[config.mk]
export PLATFORM = sky130hd
export DESIGN_NAME = transmitter
export DESIGN_NICKNAME = d
export VERILOG_FILES = /design/src/rtl/defines.sv /design/src/rtl/bridge_pkg.sv /design/src/rtl/tx_fifo.sv /design/src/rtl/transmitter.sv
export SDC_FILE = /design/constraint.sdc
export NUM_CORES = 1
export LEC_CHECK = 0
export ABC_AREA = 1
export CAP_MARGIN = 10
export CORE_ASPECT_RATIO = 1.4
export CORE_MARGIN = 4
export CORE_UTILIZATION = 50
export CTS_BUF_LIST = sky130_fd_sc_hd__clkbuf_4 sky130_fd_sc_hd__clkbuf_8
export DETAILED_ROUTE_END_ITERATION = 10
export GPL_ROUTABILITY_DRIVEN = 1
export HOLD_SLACK_MARGIN = 0.05
export PLACE_DENSITY_LB_ADDON = 0.25
export SLEW_MARGIN = 5
export SYNTH_ARGS = -nofsm -noshare
export SYNTH_HDL_FRONTEND = slang
export SYNTH_SLANG_ARGS = --single-unit
export TNS_END_PERCENT = 5
[constraint.sdc]
create_clock -name clk -period 2.06 [get_ports clk]
set_clock_uncertainty 0.2 [all_clocks]
set_input_delay 0.618 -clock clk [delete_from_list [all_inputs] [get_ports clk]]
set_output_delay 0.618 -clock clk [all_outputs]
set_load 0.02 [all_outputs]
[src/rtl/defines.sv]
// Project-wide defines.
// WIDTH : default data word width for the transmit path.
`ifndef WIDTH
`define WIDTH 8
`endif

[src/rtl/bridge_pkg.sv]
// Shared types for the 4-phase bridge.
// tx_state_t : transmitter handshake state.
// Latency/backpressure: n/a (types only).
package bridge_pkg;

  typedef enum logic [1:0] {
    IDLE    = 2'd0,
    REQ_ON  = 2'd1,
    REQ_OFF = 2'd2
  } tx_state_t;

endpackage

[src/rtl/tx_fifo.sv]
// Purpose: small synchronous FIFO holding words waiting for the link.
// Latency: a pushed word is visible on rd_data (head, unregistered) after one edge.
// Backpressure: push while full is dropped; pop while empty is ignored.
// Ports: clk, rst (sync, active-low flush), wr_en/wr_data (push),
//        rd_en/rd_data (pop / head word), full, empty.
module tx_fifo #(
  parameter int WIDTH = 8,
  parameter int DEPTH = 4
) (
  input  logic             clk,
  input  logic             rst,
  input  logic             wr_en,
  input  logic [WIDTH-1:0] wr_data,
  input  logic             rd_en,
  output logic [WIDTH-1:0] rd_data,
  output logic             full,
  output logic             empty
);

  localparam int AW = $clog2(DEPTH);
  localparam logic [AW:0] FULL_CNT = (AW+1)'(DEPTH);

  logic [WIDTH-1:0] mem [DEPTH];
  logic [AW-1:0]    wr_ptr;
  logic [AW-1:0]    rd_ptr;
  logic [AW:0]      count;
  logic             push;
  logic             pop;

  // Full is evaluated before any same-cycle pop, so a push while full is
  // dropped even when the head leaves in the same cycle.
  assign push    = wr_en && !full;
  assign pop     = rd_en && !empty;
  assign full    = (count == FULL_CNT);
  assign empty   = (count == '0);
  assign rd_data = mem[rd_ptr];

  // Storage needs no reset; occupancy alone decides what is valid.
  always_ff @(posedge clk) begin
    if (push) begin
      mem[wr_ptr] <= wr_data;
    end
  end

  // Pointers are AW bits wide, so they wrap modulo DEPTH on their own.
  always_ff @(posedge clk) begin
    if (!rst) begin
      wr_ptr <= '0;
      rd_ptr <= '0;
      count  <= '0;
    end else begin
      if (push) wr_ptr <= wr_ptr + 1'b1;
      if (pop)  rd_ptr <= rd_ptr + 1'b1;
      case ({push, pop})
        2'b10:   count <= count + 1'b1;
        2'b01:   count <= count - 1'b1;
        default: count <= count;
      endcase
    end
  end

endmodule

[src/rtl/transmitter.sv]
// Purpose: drains the local FIFO onto a 4-phase req/ack link, one word per handshake.
// Latency: word pushed into an empty FIFO at edge k raises req after edge k+1; 5 cycles/word min.
// Backpressure: waits indefinitely on ack; FIFO full drops further pushes.
// Ports: clk, rst (sync, active-low), en (allow launch), wr_en/wr_data (push),
//        full/empty (FIFO status), req/ack (link handshake), data_out (link word),
//        busy (handshake in progress), done (1-cycle per transfer), tx_cnt (transfers).
`ifndef WIDTH
`define WIDTH 8
`endif

module transmitter
  import bridge_pkg::*;
#(
  parameter int WIDTH = `WIDTH,
  parameter int DEPTH = 4
) (
  input  logic             clk,
  input  logic             rst,
  input  logic             en,
  input  logic             wr_en,
  input  logic [WIDTH-1:0] wr_data,
  output logic             full,
  output logic             empty,
  output logic             req,
  input  logic             ack,
  output logic [WIDTH-1:0] data_out,
  output logic             busy,
  output logic             done,
  output logic [15:0]      tx_cnt
);

  tx_state_t        state;
  logic             fifo_rd_en;
  logic [WIDTH-1:0] fifo_rd_data;

  // Pop only on the launching edge; the head word is captured into data_out
  // on that same edge so the link word is stable for the whole handshake.
  assign fifo_rd_en = (state == IDLE) && en && !empty;

  tx_fifo #(
    .WIDTH (WIDTH),
    .DEPTH (DEPTH)
  ) u_fifo (
    .clk     (clk),
    .rst     (rst),
    .wr_en   (wr_en),
    .wr_data (wr_data),
    .rd_en   (fifo_rd_en),
    .rd_data (fifo_rd_data),
    .full    (full),
    .empty   (empty)
  );

  // req and busy are registered alongside state, so ack never reaches req
  // combinationally. en is only consulted in IDLE: dropping it mid-transfer
  // lets the current handshake finish.
  always_ff @(posedge clk) begin
    if (!rst) begin
      state    <= IDLE;
      req      <= 1'b0;
      busy     <= 1'b0;
      done     <= 1'b0;
      data_out <= '0;
      tx_cnt   <= '0;
    end else begin
      done <= 1'b0;
      case (state)
        IDLE: begin
          if (fifo_rd_en) begin
            state    <= REQ_ON;
            req      <= 1'b1;
            busy     <= 1'b1;
            data_out <= fifo_rd_data;
          end
        end
        REQ_ON: begin
          if (ack) begin
            state <= REQ_OFF;
            req   <= 1'b0;
          end
        end
        REQ_OFF: begin
          if (!ack) begin
            state  <= IDLE;
            busy   <= 1'b0;
            done   <= 1'b1;
            tx_cnt <= tx_cnt + 16'd1;  // wraps 0xFFFF -> 0x0000
          end
        end
        default: begin
          state <= IDLE;
          req   <= 1'b0;
          busy  <= 1'b0;
        end
      endcase
    end
  end

endmodule

==> results of run 1 <==
==> metal layers <==
| layer | share of wire | wire [um] |
|---|---|---|
| met1 | 0.40 | 2375 |
| met2 | 0.55 | 3268 |
| met3 | 0.045 | 268 |
| met4 | 0.013 | 78 |
| met5 | 0 | 0 |
==> cells by family after synthesis <==
logic type               Yosys count  synth area share
AND/OR/NAND/NOR                  126            0.1955
flip-flops                        68            0.5851
AO/OA/AOI/OAI                     63            0.1141
buffers and inverters             47           0.06922
adder cells (fa/ha/maj)            7           0.03309
XOR/XNOR                           1          0.003048
==> worst min-delay path, stage by stage (launching register included) <==
cell and delay (ns):
dfxtp_1 0.32, nand2_1 0.07, a21oi_1 0.05
==> power groups by stage <==
stage / logic (mW) / registers, mW / clock network [mW]
detailed placement: 1.07 / 1.72 / 0
CTS: 1.01 / 1.69 / 1.18
global route: 1.14 / 1.72 / 1.25
floorplan: 0.572 / 1.78 / 0
global placement: 1.04 / 1.72 / 0
finish: 1.00 / 1.70 / 1.16
==> worst max path at each step <==
stage,start,end,cells after the start
finish,wr_en,u_fifo.count[1],8
global route,wr_en,u_fifo.count[1],8
CTS,u_fifo.count[1],full,4
detailed placement,en,u_fifo.count[1],9
global placement,en,u_fifo.count[2],10
floorplan,en,u_fifo.count[1],9
==> layout make-up <==
| class | count | area [um^2] |
|---|---|---|
| tap | 68 | 85.08 |
| clock inverter | 6 | 78.83 |
| sequential | 68 | 1684 |
| inverter | 37 | 138.9 |
| timing repair buffer | 63 | 549.3 |
| multi-input combinational | 197 | 1013 |
| clock buffer | 10 | 131.4 |
| fill | 461 | 1844 |
==> timing repair <==
| action | in CTS | in global routing |
|---|---|---|
| gates cloned | 0 | 0 |
| endpoints found under the setup margin | 31 | 3 |
| resized for setup | 36 | 4 |
| hold buffers | 0 | 0 |
| pin swaps | 2 | 1 |
==> flip-flops by register name, summed over array words and instances (netlist names) <==
register / count
data_out: 8
state: 2
u_fifo.rd_ptr: 2
u_fifo.mem: 32
req: 1
tx_cnt: 16
u_fifo.wr_ptr: 2
u_fifo.count: 3
done: 1
busy: 1
==> cell usage in the layout (no fill, tap or decap), types with 2 or more instances in the layout <==
cell and instances:
a21oi_1 17, buf_4 21, bufinv_16 2, clkbuf_8 9, clkdlybuf4s50_1 11, clkinv_1 3, dfxtp_1 34, dfxtp_2 2
dlygate4sd2_1 28, edfxtp_1 32, ha_1 5, inv_1 29, inv_2 8, nand2_1 31, nand2_2 3, nand3_1 10
nand3_2 3, nand4_1 5, nor2_1 61, nor2_2 3, nor2_4 3, nor3_1 5, o21ai_0 35, o21ai_1 2
o22ai_1 8
==> stage by stage <==
stage               setup slack (ns)  utilization
CTS                          0.02684       0.6649
global placement             -0.5029       0.6338
finish                       0.02419       0.6662
floorplan                   -0.06945            -
detailed placement           -0.4952       0.6338
global route               -0.001028       0.6662
==> run metrics, run 1 <==
CTS clk-pin slew, worst paths about 0.070 ns; clk_lat worst skew roughly 0.33 ns; setup TNS after final layout 0 ns; IO buf count a little over 40; DRT antenna net count 0; CTS Buf Count 9; NumNets Final around 400; grt peak-use layer met2; flop-to-flop setup slack 0.15 ns; FF-to-FF End u_fifo.count[1]; combinational power share 0.260; Die X roughly 72 um; WHS Path Cells 2; Cell Chain, Critical Path clkdlybuf4s50_1, nand2_1, ha_4, inv_2, fa_2, nor2_1, a21oi_1, nor2_1; Synth top area share 0.3343; crit path capture type register; status finished, final reports clean; post-route cell area 0.003681 mm^2; Initial Utilization 0.5202; Total GRT Usage 0.1887; top-count cell post-synth nor2_1; Yosys cell types 26; Cell Area, Synth between 0.002 and 0.003 mm^2; max-slew violations 0; worst reg2reg path depth 10; # Post-CTS Setup Buffers 0; Cell Int Power 2.671 mW; cell count after placement about 430; GRT met1 Usage 0.2168; Sw Pwr roughly 1.2 mW; Synth Net Count between 300 and 400; H-tree depth 3; Mean Syn Cell Area roughly 9 um^2; max_cap viols 0; min-delay src busy; fraction of registers with async set/reset 0; largest net degree at the start of global routing 19; die height approximately 98 um; clock power share 0.300; Synth area leaders edfxtp_1 33%, dfxtp_1 25%, nor2_1 8.0%; RSZ-0062 raised after global routing yes; Bufs and invs on worst path 2; final setup violation count 0; grt total ovfl 0; post-DP HPWL approximately 4300 um; M2 GR Usage 0.3193; Vias/cell slightly above 5; final non-filler cell total between 400 and 500; fin crit share 0.9883; CTS tree yes; kind of critical path in2reg; DRT Pass-1 Iters 4; Required @ worst endpoint roughly 2.1 ns; Initial DRC Count between 100 and 150; WHS 0.2887 ns; cell mode on critical path nor2_1; post-synthesis sequential area ratio 0.5851; worst-margin pin slew between 0.4 and 0.5 ns; pwr/cell area roughly 1000 mW/mm^2; DP Area 0.003502 mm^2; yosys warns 0; Setup crit start kind primary input; Crit path arrival time ~2.0 ns; Die ar. a little over 0.007 mm^2; Crit path largest cell delay a little over 0.5 ns; CP Max Fanout 2; total power between 3 and 4 mW; Hold Vio Cnt, Final 0; CP max-delay cell fa_2; Reg power frac 0.440; Worst R2R Start u_fifo.count[2]; Post-synth top cells 61 x nor2_1, 37 x o21ai_0, 36 x dfxtp_1, 32 x edfxtp_1, 32 x inv_1; # DRC 0; Vias roughly 2300; Pleak roughly 1.5 nW; row cnt 32; minimum clock period 2.036 ns; core area approximately 0.0055 mm^2; flops & latches, synth 68; WL/cell roughly 13 um; Placer Congestion ~0.82; met3 Usage GRT 0.03106; switch share 0.3070; Max-slew headroom 0.7004; worst hold path type reg2reg; post-synthesis cell count 312; initial antenna violation count 0; peak supply drop a little over 0.8 mV; CP delay by family, top adder cells; clk sinks roughly 70; number of global-route vias before repair roughly 2300; CTS Root Cell clkbuf_8; Hold EP busy; Synth Flop Type dfxtp_1; P&R area growth vs syn 28.08%; worst-case clock buffer depth 2; ANT cells 0; ratio of cells with drive above 1 in the final layout 0.1601; Yosys top cell by area edfxtp_1; top-level port count 42; Achievable Freq 491.2 MHz; routed wire length between 5000 and 6000 um; EDFF count, synth 32; global-route wire length before repair 10260 um
(Power assumes the default switching activity.)
==> run 2, diff against run 1 <==
--- a/config.mk
+++ b/config.mk
@@ -15,6 +15,7 @@
 export GPL_ROUTABILITY_DRIVEN = 1
 export HOLD_SLACK_MARGIN = 0.05
 export PLACE_DENSITY_LB_ADDON = 0.25
+export SETUP_SLACK_MARGIN = 0.3
 export SLEW_MARGIN = 5
 export SYNTH_ARGS = -nofsm -noshare
 export SYNTH_HDL_FRONTEND = slang
==> run metrics, run 2 (synthesized netlist as in run 1, its figures left out) <==
worst reg2reg path depth 11; CTS clk-pin slew, worst paths about 0.070 ns; fin crit share 0.9362; DRT antenna net count 0; CTS tree yes; core area around 0.0055 mm^2; minimum clock period between 1.5 and 2 ns; FF-to-FF End u_fifo.count[2]; Setup crit start kind register; die height 97.71 um; final non-filler cell total 452; fin util 0.6601; biggest regs u_fifo.mem: 32 flops, tx_cnt: 16 flops, data_out: 8 flops; ratio of cells with drive above 1 in the final layout 0.2734; worst hold path type reg2reg; Cell Int Power 2.707 mW; CP Max Fanout 3; status finished, final reports clean; pwr/cell area 1077 mW/mm^2; final setup violation count 0; max reg flops 32; Die X around 70 um; top-level port count 42; CTS Root Cell clkbuf_8; # DRC 0; flop-to-flop setup slack approximately 0.13 ns; Max-slew headroom 0.7775; most frequent cells in the layout 61 x nor2_1, 35 x o21ai_0, 32 x edfxtp_1; max-slew violations 0; Hold Vio Cnt, Final 0; routed wire length around 6000 um; post-DP HPWL approximately 4300 um; IO buf count 41; peak supply drop between 0.8 and 0.9 mV; clk_lat worst skew roughly 0.33 ns; cell count after placement between 400 and 500; Initial DRC Count 131; H-tree depth 3; clk sinks 68; worst-case clock buffer depth 2; initial antenna violation count 0; Placer Congestion slightly above 0.8; worst-margin pin slew ~0.33 ns; P&R area growth vs syn 26.90%; RSZ-0062 raised after global routing yes; min-delay src u_fifo.count[2]; max_cap viols 0; switch share 0.3109; Worst R2R Start u_fifo.count[1]; Reg with most FFs u_fifo.mem; Reg power frac 0.434; Sw Pwr about 1.2 mW; Crit path arrival time 1.95 ns; Hold EP u_fifo.count[2]; Required @ worst endpoint 2.09 ns; Initial Utilization 0.5202; largest net degree at the start of global routing 19; global-route wire length before repair between 10000 and 15000 um; most common cell after layout, fill and taps aside nor2_1; DRT Pass-1 Iters 4; clock power share 0.295; CP startpoint u_fifo.count[1]; CTS Buf Count 9; crit path capture type register; Total GRT Usage 0.1919; grt total ovfl 0; ANT cells 0; WL/cell around 14 um; NumNets Final 399; Die ar. approximately 0.0070 mm^2; Pleak roughly 1.5 nW; Achievable Freq ~520 MHz; Vias/cell between 5 and 6; Vias approximately 2400; kind of critical path reg2reg; combinational power share 0.271; WHS Path Cells 2; number of global-route vias before repair 2321; row cnt 32
[run 2: cell types whose count changed in the layout (fill, tap and decap cells not counted), moves of 3 or more]
cell,previous run,this run
clkbuf_2,0,20
inv_1,29,25
dfxtp_1,34,29
dlygate4sd2_1,28,1
inv_2,8,11
dfxtp_2,2,7
buf_4,21,26
buf_2,1,5
[run 2: routing by layer]
layer  vias up  GRT usage  wire length [um]
li1       1178          -                 -
met1      1106     0.2188              2394
met2        64     0.3298              3256
met3        14    0.03106               300
met4         0     0.1114               167
met5         -          0                 0
[run 2: worst max-delay path, cell delays in order (launching register included)]
cell and delay [ns]:
dfxtp_2 0.34, inv_2 0.05, nand3_2 0.08, nand4_1 0.12, inv_2 0.10, ha_4 0.12, inv_2 0.04, fa_2 0.36
a21oi_2 0.16, o21ai_2 0.08, o21ai_1 0.12, a21oi_1 0.05
[run 2: repair_timing]
| item | 4_1_cts | 5_1_grt |
|---|---|---|
| pin swaps | 4 | 1 |
| hold buffers | 0 | 0 |
| setup endpoints to repair | 64 | 35 |
| gates resized for setup | 66 | 59 |
| setup buffers | 3 | 0 |
[run 2: how the worst max path moves through the flow]
stage	endpoint	slack [ns]	depth (start not counted)
after detailed placement	u_fifo.count[1]	-0.50	9
final	u_fifo.count[2]	0.13	11
after floorplan	u_fifo.count[1]	-0.07	9
after global placement	u_fifo.count[2]	-0.50	10
after global routing	u_fifo.count[2]	0.02	11
after CTS	u_fifo.count[1]	0.18	10
[run 2: cell type report]
cell class	instances	area [um^2]
inverters	37	142.6
flip-flops and latches	68	1690
fillers	471	1878
well taps	68	85.08
multi-input cells	197	1035
repair buffers	66	484.2
clock buffers	10	131.4
clock inverters	6	78.83
[run 2: stage by stage]
stage	instance area, um^2	TNS, ns	worst slack (ns)	hold WS [ns]	total power [mW]
5_1_grt	3647	0	0.01962	0.3106	4.177
4_1_cts	3726	0	0.1832	0.2835	3.950
6_report	3647	0	0.1314	0.2908	3.928
3_5_place_dp	3502	-3.737	-0.4952	0.2797	2.797
2_1_floorplan	2893	-0.1259	-0.06945	0.2544	2.356
3_3_place_gp	3502	-3.595	-0.5029	0.2678	2.755
[run 2: power groups by stage]
stage	Combinational [mW]	Clock (mW)	Sequential, mW
after floorplan	0.572	0	1.78
after global placement	1.04	0	1.72
after detailed placement	1.07	0	1.72
after CTS	1.07	1.18	1.70
after global routing	1.20	1.25	1.73
final	1.06	1.16	1.71
==> run 3, diff against run 2 <==
--- a/config.mk
+++ b/config.mk
@@ -6,16 +6,18 @@
 export NUM_CORES = 1
 export LEC_CHECK = 0
 export ABC_AREA = 1
+export ABC_CLOCK_PERIOD_IN_PS = 2060
 export CAP_MARGIN = 10
 export CORE_ASPECT_RATIO = 1.4
 export CORE_MARGIN = 4
 export CORE_UTILIZATION = 50
 export CTS_BUF_LIST = sky130_fd_sc_hd__clkbuf_4 sky130_fd_sc_hd__clkbuf_8
 export DETAILED_ROUTE_END_ITERATION = 10
-export GPL_ROUTABILITY_DRIVEN = 1
+export GPL_ROUTABILITY_DRIVEN = 0
 export HOLD_SLACK_MARGIN = 0.05
 export PLACE_DENSITY_LB_ADDON = 0.25
 export SETUP_SLACK_MARGIN = 0.3
+export SKIP_CTS_REPAIR_TIMING = 1
 export SLEW_MARGIN = 5
 export SYNTH_ARGS = -nofsm -noshare
 export SYNTH_HDL_FRONTEND = slang
==> run metrics, run 3 (synthesized netlist as in run 1, its figures left out) <==
status finished, final reports clean; Crit path arrival time slightly below 2 ns; routed wire length between 6000 and 7000 um; Initial DRC Count 117; row cnt 32; RSZ-0062 raised after global routing yes; Die ar. 0.007042 mm^2; Pleak about 1.6 nW; Layout fillers 462; biggest regs u_fifo.mem: 32 flops, tx_cnt: 16 flops, data_out: 8 flops; most common cell after layout, fill and taps aside nor2_1; Achievable Freq 525.4 MHz; CP delay by family, top adder cells; Place WS -0.4952 ns; Total GRT Usage 0.1887; global-route wire length before repair 10260 um; Vias approximately 2400; Vias/cell approximately 5.2; setup TNS after final layout 0 ns; top-level port count 42; core area between 0.005 and 0.006 mm^2; total power 3.964 mW; WHS Path Cells 2; max reg flops 32; CP Max Fanout 3; flop-to-flop setup slack roughly 0.16 ns; P&R area growth vs syn 29.34%; peak supply drop 0.8411 mV; max_cap viols 0; post-DP HPWL between 4000 and 5000 um; WL/cell 13.67 um; fin util 0.6728; grt total ovfl 0; Hold EP u_fifo.count[2]; CP max-delay cell dfxtp_2; Final Worst Setup Slack ~0.16 ns; largest net degree at the start of global routing 19; die height roughly 98 um; worst reg2reg path depth 11; Cell Chain, Critical Path inv_2, nand3_2, nand4_1, inv_2, ha_4, inv_2, fa_2, a21oi_2, o21ai_1, o21ai_1, a21oi_1; DRT Pass-1 Iters 4; CTS tree yes; CTS Root Cell clkbuf_8; Max-slew headroom 0.7655; worst hold path type reg2reg; DRT antenna net count 0; Initial Utilization 0.5202; Reg with most FFs u_fifo.mem; Hold Vio Cnt, Final 0; max-slew violations 0; crit path capture type register; Crit path largest cell delay about 0.34 ns; Setup crit start kind register; # DRC 0; IO buf count 41; FF-to-FF End u_fifo.count[2]; H-tree depth 3; cell mode on critical path inv_2; min-delay src u_fifo.count[2]; initial antenna violation count 0; minimum clock period 1.903 ns; NumNets Final 399; Bufs and invs on worst path 3; worst-case clock buffer depth 2; Worst R2R Start u_fifo.count[1]; ANT cells 0; CTS clk-pin slew, worst paths 0.07 ns; fin crit share 0.9240; Required @ worst endpoint about 2.1 ns; final setup violation count 0; ratio of cells with drive above 1 in the final layout 0.2474; pwr/cell area 1066 mW/mm^2; clk sinks approximately 70; most frequent cells in the layout 61 x nor2_1, 35 x o21ai_0, 32 x edfxtp_1; number of global-route vias before repair 2279; clk_lat worst skew 0.34 ns; CTS Buf Count 9; kind of critical path reg2reg; worst-margin pin slew 0.3512 ns; Die X between 70 and 80 um
[run 3: cell count changes in the layout (fill, tap and decap cells not counted), sizes merged]
cell           change
dlymetal6s2s      +11
clkbuf             -6
buf                -3
clkdlybuf4s15      -1
dlygate4sd2        -1
[run 3: worst max-delay path by stage]
stage,startpoint,end,slack [ns],cells after the start
after floorplan,en,u_fifo.count[1],-0.07,9
after global placement,en,u_fifo.count[2],-0.50,10
after detailed placement,en,u_fifo.count[1],-0.50,9
after CTS,u_fifo.count[1],empty,-0.38,4
after global routing,u_fifo.count[1],u_fifo.count[2],0.03,11
final,u_fifo.count[1],u_fifo.count[2],0.16,11
[run 3: final cells by class]
cell class,count,area (um^2),area share
sequential,68,1690,0.4547
multi-input combinational,197,1031,0.2773
timing repair buffer,66,558.0,0.1501
inverter,37,142.6,0.03837
clock buffer,10,131.4,0.03534
tap,68,85.08,0.02289
clock inverter,6,78.83,0.02120
[run 3: report_power, final]
group / total [mW] / internal [mW] / switching (mW) / leakage, nW
Clock: 1.16 / 0.683 / 0.480 / 0.102
Sequential: 1.70 / 1.60 / 0.101 / 0.590
Combinational: 1.10 / 0.451 / 0.646 / 0.949
[run 3: layer usage]
layer,vias up,part of all wire,global-route usage
li1,1177,-,-
met5,-,0,0
met4,0,0.027,0.1158
met1,1109,0.40,0.2168
met2,71,0.52,0.3193
met3,14,0.051,0.03106
[run 3: worst reg2reg max path: cells and delay by family (launching register included)]
family / cells / cell delay (ns)
compound gates: 4 / 0.38
buf+inv: 3 / 0.20
simple gates: 2 / 0.21
fa+ha+maj: 2 / 0.46
flops: 1 / 0.34
[run 3: per-stage QoR]
stage / instances / instance area, um^2 / hold WS (ns)
global route: 452 / 3717 / 0.3066
floorplan: 312 / 2893 / 0.2544
detailed placement: 433 / 3502 / 0.2797
CTS: 449 / 3712 / 0.2974
global placement: 433 / 3502 / 0.2678
finish: 452 / 3717 / 0.2861
